$ cat config.mk
export PLATFORM = sky130hd
export DESIGN_NAME = apb_reg_slave
export DESIGN_NICKNAME = d
export VERILOG_FILES = /design/src/rtl/apb_reg_slave.sv
export SDC_FILE = /design/constraint.sdc
export NUM_CORES = 1
export LEC_CHECK = 0
export ABC_AREA = 1
export ABC_CLOCK_PERIOD_IN_PS = 3350
export CORE_MARGIN = 2
export CORE_UTILIZATION = 45
export CTS_BUF_LIST = sky130_fd_sc_hd__clkbuf_4 sky130_fd_sc_hd__clkbuf_8
export DETAILED_ROUTE_END_ITERATION = 12
export GPL_ROUTABILITY_DRIVEN = 0
export HOLD_SLACK_MARGIN = 0.08
export PLACE_DENSITY = 0.71
export SETUP_SLACK_MARGIN = 0.15
export SYNTH_ARGS = -nofsm -noshare
export SYNTH_HDL_FRONTEND = slang
export SYNTH_SLANG_ARGS = --single-unit
export TNS_END_PERCENT = 10
$ cat constraint.sdc
create_clock -name HCLK -period 3.35 [get_ports HCLK]
set_input_delay 0.335 -clock HCLK [delete_from_list [all_inputs] [get_ports HCLK]]
set_output_delay 0.335 -clock HCLK [all_outputs]
set_load 0.1 [all_outputs]
$ cat src/rtl/apb_reg_slave.sv
// -----------------------------------------------------------------------------
// apb_reg_slave
//
// APB register-file slave fed by an AHB-to-APB bridge. Holds NUM_REGS word
// registers, optionally inserts WAIT_CYCLES wait states per transfer, and
// flags out-of-range or misaligned accesses with PSLVERR.
//
// Optional feature macro: APB_SLV_WAIT_EN
//   defined   : WAIT state and wait counter compiled in, WAIT_CYCLES honoured
//   undefined : every transfer completes in two cycles (setup + access)
//
// Ports:
//   HCLK     in   clock, all logic on the rising edge
//   HRESET   in   synchronous active-high reset
//   PSEL     in   slave select
//   PENABLE  in   access phase
//   PADDR    in   byte address [ADDR_WIDTH]
//   PWRITE   in   1 = write, 0 = read
//   PWDATA   in   write data [DATA_WIDTH]
//   PRDATA   out  registered read data, valid while PREADY=1
//   PREADY   out  registered transfer-complete flag
//   PSLVERR  out  registered error response, valid while PREADY=1
// -----------------------------------------------------------------------------
module apb_reg_slave #(
    parameter int ADDR_WIDTH  = 32,
    parameter int DATA_WIDTH  = 32,
    parameter int NUM_REGS    = 16,
    parameter int WAIT_CYCLES = 2
) (
    input  logic                  HCLK,
    input  logic                  HRESET,
    input  logic                  PSEL,
    input  logic                  PENABLE,
    input  logic [ADDR_WIDTH-1:0] PADDR,
    input  logic                  PWRITE,
    input  logic [DATA_WIDTH-1:0] PWDATA,
    output logic [DATA_WIDTH-1:0] PRDATA,
    output logic                  PREADY,
    output logic                  PSLVERR
);

    localparam int IDX_W = $clog2(NUM_REGS);
    localparam logic [ADDR_WIDTH-1:0] ADDR_LIMIT = ADDR_WIDTH'(NUM_REGS * 4);

    typedef enum logic [1:0] {
        S_IDLE  = 2'd0,
        S_WAIT  = 2'd1,
        S_READY = 2'd2
    } state_t;

    state_t                state_q, state_d;
    logic [IDX_W-1:0]      addr_q;
    logic                  write_q;
    logic                  err_q;
    logic [DATA_WIDTH-1:0] regs [NUM_REGS];

    // Decode of the live bus, only meaningful during a setup cycle.
    logic [IDX_W-1:0]      setup_idx;
    logic                  setup_err;

    // Attributes of the access whose READY outputs are loaded this edge.
    logic [IDX_W-1:0]      rd_idx;
    logic                  rd_err;
    logic                  rd_write;

    logic                  capture;
    logic                  load_ready;
    logic                  commit;

    assign setup_idx = PADDR[IDX_W+1:2];
    assign setup_err = (PADDR >= ADDR_LIMIT) || (PADDR[1:0] != 2'b00);

`ifdef APB_SLV_WAIT_EN
    localparam int CNT_W = (WAIT_CYCLES > 0) ? $clog2(WAIT_CYCLES + 1) : 1;
    logic [CNT_W-1:0] cnt_q, cnt_d;
`endif

    // NOTE: every output of this block gets a default before the case, so no
    // path leaves a signal unassigned and no latch is inferred.
    always_comb begin
        state_d    = state_q;
        capture    = 1'b0;
        load_ready = 1'b0;
        commit     = 1'b0;
        rd_idx     = addr_q;
        rd_err     = err_q;
        rd_write   = write_q;
`ifdef APB_SLV_WAIT_EN
        cnt_d      = cnt_q;
`endif
        case (state_q)
            S_IDLE: begin
                // PSEL&PENABLE without a preceding setup is ignored here.
                if (PSEL && !PENABLE) begin
                    capture  = 1'b1;
                    // Zero-wait entry into READY loads outputs from the live
                    // decode, because the capture registers update on this edge.
                    rd_idx   = setup_idx;
                    rd_err   = setup_err;
                    rd_write = PWRITE;
`ifdef APB_SLV_WAIT_EN
                    if (WAIT_CYCLES > 0) begin
                        state_d = S_WAIT;
                        cnt_d   = CNT_W'(WAIT_CYCLES);
                    end else begin
                        state_d    = S_READY;
                        load_ready = 1'b1;
                    end
`else
                    state_d    = S_READY;
                    load_ready = 1'b1;
`endif
                end
            end
`ifdef APB_SLV_WAIT_EN
            S_WAIT: begin
                if (!PSEL) begin
                    state_d = S_IDLE;
                    cnt_d   = '0;
                end else if (cnt_q == CNT_W'(1)) begin
                    state_d    = S_READY;
                    load_ready = 1'b1;
                    cnt_d      = '0;
                end else begin
                    cnt_d = cnt_q - CNT_W'(1);
                end
            end
`endif
            S_READY: begin
                // Every exit from READY returns to IDLE; only a completed
                // error-free write touches the register file.
                state_d = S_IDLE;
                commit  = PSEL && PENABLE && write_q && !err_q;
            end
            default: state_d = S_IDLE;
        endcase
    end

    // NOTE: sequential state uses non-blocking assignments so every register
    // samples pre-edge values regardless of statement order.
    always_ff @(posedge HCLK) begin
        if (HRESET) begin
            state_q <= S_IDLE;
            addr_q  <= '0;
            write_q <= 1'b0;
            err_q   <= 1'b0;
            PRDATA  <= '0;
            PREADY  <= 1'b0;
            PSLVERR <= 1'b0;
        end else begin
            state_q <= state_d;
            if (capture) begin
                addr_q  <= setup_idx;
                write_q <= PWRITE;
                err_q   <= setup_err;
            end
            // Outputs are non-zero only in READY; they drop back to 0 on the
            // edge that leaves it.
            PREADY  <= load_ready;
            PSLVERR <= load_ready && rd_err;
            PRDATA  <= (load_ready && !rd_write && !rd_err) ? regs[rd_idx] : '0;
        end
    end

`ifdef APB_SLV_WAIT_EN
    always_ff @(posedge HCLK) begin
        if (HRESET) cnt_q <= '0;
        else        cnt_q <= cnt_d;
    end
`endif

    // NOTE: the register file is architecturally visible state that must read
    // as 0 after reset, so it is reset explicitly rather than left as RAM.
    always_ff @(posedge HCLK) begin
        if (HRESET) begin
            for (int i = 0; i < NUM_REGS; i++) regs[i] <= '0;
        end else if (commit) begin
            regs[addr_q] <= PWDATA;
        end
    end

endmodule

Word level (Yosys, flattened, before mapping)
Memories as Yosys holds them, arrays and structs flattened. A register that Yosys moved wholly into a read port is not among the register bits. Index checks and enable logic that the tools add are counted.

Add/subtract/negate cells: 0. $mul: 0. Divide/modulo/power cells: 0. $lt $le $gt $ge: 1. Equal/unequal tests: 0. Shift operators: 0. Multiplexer cells: 17. Bitwise logic cells: 2. Reduce and logical (&&, ||, !) cells: 17.

Operators by type and width (number): greater-or-equal comparator 32 x 7 -> 1 bit (second input constant) (1); two-way mux 32 bit (1); OR reduction 32 bit (1); two-way mux 1 bit (13); two-way mux 4 bit (3); logical AND 1 bit (7); logical NOT 1 bit (4); OR reduction 2 bit (2); logical NOT 2 bit (1); inverter 1 bit (2); nonzero test 2 bit (1); logical OR 1 bit (1).

Bits in registers: 9. Bits in latches: 0. RAM bits: 512. Memory bits (read-only): 0. Bits of input ports: 69. Word-level logic and storage cells: 44. Memories kept: 1.

Memory list: regs (depth 16, bits a word 32, rd ports 1, clocked after memory_dff 1, wr ports 16, RTL line 55) `logic [DATA_WIDTH-1:0] regs [NUM_REGS];`.

Longest topological paths before layout
Word-level depth: 9. Depth in mapped cells: 13. Mapped depth without buffers: 11.

Least setup slack after synthesis
OpenSTA, ideal clock, no wires.

Kind: input to register. From: input HRESET. To: memory regs[10][0], enable pin. Arrival time: 2.137 ns. Data required time: 2.961 ns. Setup slack: 0.823 ns. Cell stages on the path: 7. Cell sequence: buf_2 clkinv_1 nand3_1 nor3_1 nand2_1 clkbuf_1 nand2_1.

RTL lines: start: declaration (RTL line 31) `input logic HRESET,`; end: declaration (RTL line 55).

Final worst setup path
From: register PRDATA[17], read port of regs. To: output PRDATA[17].

RTL lines: start: declaration (RTL line 37) `output logic [DATA_WIDTH-1:0] PRDATA,`.

No word-level cell between the ends.

==> results by group <==
CTS
  • CTS tree: yes
  • TritonCTS buffer count: 87
  • Post-CTS Hold Fix Bufs: 0
  • Htree depth: 3
  • Root Buffer: clkbuf_8
  • Total clock sinks: 553
  • Largest buffer count on any clock path: 3
  • Clock slew at the register clock pins of the worst setup and hold paths: 60 ps
  • Worst-skew pair later-pin latency: 680 ps
  • CTS resizes: 0
  • Post-CTS setup buffers: 0

Setup path
  • Crit-path max FO: 1
  • Worst EP required: 3010 ps
  • Crit-path leading delay family: buffers and inverters
  • CP Launch Type: flip-flop
  • Crit-path max cell delay: 1220 ps
  • CP Capture Type: output port
  • Crit path kind: flip-flop to output port
  • Critical Path Slowest Stage Cell: clkdlybuf4s50_1
  • Worst path buffer plus inverter count: 1
  • Arrival @ worst endpoint: 2410 ps
  • Cells along the critical path: clkdlybuf4s50_1

Synthesis
  • Synth warnings: 0
  • Synth top area cells: edfxtp_1 58%, nand3_1 9.9%, nor2_1 8.1%
  • Synth cell count leaders: 567 x nor2_1, 554 x inv_1, 546 x nand2_1, 521 x nand3_1, 512 x edfxtp_1
  • Synthesized area: 26300 um^2
  • Synth cell types: 24
  • Cells after synthesis: 3001
  • Largest area contributor in the netlist: edfxtp_1
  • Top-area cell type share of the netlist area: 58.4%
  • Synthesized flop and latch total: 553
  • Post-synth EDFFs: 512
  • Syn_nets: 3070
  • Mean Syn Cell Area: 8.77 um^2
  • Most frequent cell after synthesis: nor2_1
  • Asr flop ratio synth: 0%
  • Sequential area share after synthesis: 61.5%
  • Synth Flop Type: edfxtp_1

Timing
  • Hold Slack: 506 ps
  • RSZ-0062 raised after global routing: false
  • Worst-Margin Slew: 1070 ps
  • Slew Viols, Final: 0
  • Worst Slack Setup Final: 605 ps
  • Final period util: 82.0%
  • Max Clk Rate: 364 MHz
  • Setup_tns: 0 ps
  • Clock skew: 25.8 ps
  • Final Hold Vio Count: 0
  • Final worst path period need: 2750 ps
  • Worst slew margin: 28.8%
  • Setup violators final: 0

Power and ir drop
  • Peak VDD IR: 226 uV
  • Leak: 13.5 nW
  • Pwr Total: 15.5 mW
  • Power per cell area: 512 nW/um^2

Cells and area
  • Layout area overhead: 14.7%
  • Core Util, Final: 52.2%
  • Fill cells: 5165
  • Fin nets: 3135
  • Share of layout cells above drive strength 1: 8.69%

Route
  • DRT antenna net count: 0
  • Drt initial violations: 2669
  • Drt total wl: 78.7 mm
  • Drt wl/cell: 20.1 um
  • Drt pass-1 iters: 8
  • Vias per cell: 5.31
  • Routed via count: 20755
  • DRC viols: 0

Floorplanning
  • Die ar.: 60500 um^2
  • DIE HEIGHT: 246 um
  • Num rows: 88
  • I/O pins: 103
  • Die width: 246 um
  • Starting Density: 45.5%
  • Placeable Area: 57800 um^2

Place
  • Pre-CTS setup slack: 441 ps
  • HPWL after detailed placement: 44.5 mm
  • PortBufs: 102

Run status
  • Run status: complete, no violations

Flow run
  • Max-cap violations: 0

GRT
  • Global-route wire length before repair: 118 mm
  • Total track usage: 26.2%
  • Remaining global-route overflow: 0
  • Vias in the first global route: 19847
  • Largest net degree at the start of global routing: 84
  • Initial antenna violation count: 2

Worst hold path
  • Hold Crit Class: flip-flop to flip-flop
-- cells in the final DEF (no fill, tap or decap), types with 2 or more instances in the layout --
cell type and count:
buf_4 62, clkbuf_4 38, clkinv_1 11, nand2_4 3, dfxtp_1 41, clkbuf_8 104, nand3_4 2, edfxtp_1 512
clkinv_2 8, inv_1 554, buf_12 27, o21ai_4 4, nand4_1 3, clkdlybuf4s50_1 93, a21oi_1 33, nand2_1 526
nor2_2 2, clkinvlp_4 3, nand2_2 18, nand3_1 519, nor2_1 567, nor3_1 4
-- per-stage QoR --
step / instances / area (um^2)
floorplan: 3001 / 26300
global placement: 3742 / 28400
detailed placement: 3742 / 28400
CTS: 3905 / 30200
global route: 3906 / 30200
finish: 3906 / 30200
-- worst paths after layout --
path | from | to | cells past startpoint | slack [ps]
min | err_q$_SDFFE_PP0P_ | err_q$_SDFFE_PP0P_ | 2 | 510
min reg2reg | err_q$_SDFFE_PP0P_ | err_q$_SDFFE_PP0P_ | 2 | 510
max | PRDATA[17]$_SDFF_PP0_ | PRDATA[17] | 1 | 600
max reg2reg | state_q[1]$_SDFFE_PP0P_ | PRDATA[28]$_SDFF_PP0_ | 9 | 1010
-- power by group --
part / switching [mW] / internal, mW / total [mW] / leakage, nW
logic: 1.25 / 0.547 / 1.80 / 6.89
registers: 0.0584 / 7.73 / 7.79 / 5.64
clock network: 2.63 / 3.24 / 5.87 / 0.970
total: 3.94 / 11.5 / 15.5 / 13.5
-- cell families after synthesis --
family / count (synthesis) / share of synthesized area, %
AND/OR/NAND/NOR: 1648 / 26.1
flip-flops: 553 / 61.5
AO/OA/AOI/OAI: 38 / 0.765
buffers and inverters: 762 / 11.6
-- area by class of cell --
class / count / area (um^2) / share of cell area (%)
timing repair buffer: 182 / 1940 / 6.41
multi-input combinational: 1686 / 7200 / 23.9
sequential: 553 / 16200 / 53.6
clock buffer: 142 / 1720 / 5.68
tap: 765 / 957 / 3.17
clock inverter: 21 / 100 / 0.331
antenna: 1 / 2.50 / 0.00829
inverter: 556 / 2090 / 6.91
-- registers in the layout (all words and copies together), names as in the netlist --
| register | count |
|---|---|
| err_q | 1 |
| regs | 512 |
| PREADY | 1 |
| write_q | 1 |
| PRDATA | 32 |
| addr_q | 4 |
| state_q | 1 |
| PSLVERR | 1 |
-- tightest hold or removal path, cell delays in order (launching register included) --
cell and delay, ps:
dfxtp_1 320, nand2_1 70, a21oi_1 60
-- layer usage --
metal  wire [um]  GRT usage, %
met1       29000          33.7
met2       36600          42.6
met3        9450          4.80
met4        3670          13.2
met5           0             0
(Power assumes the default switching activity.)
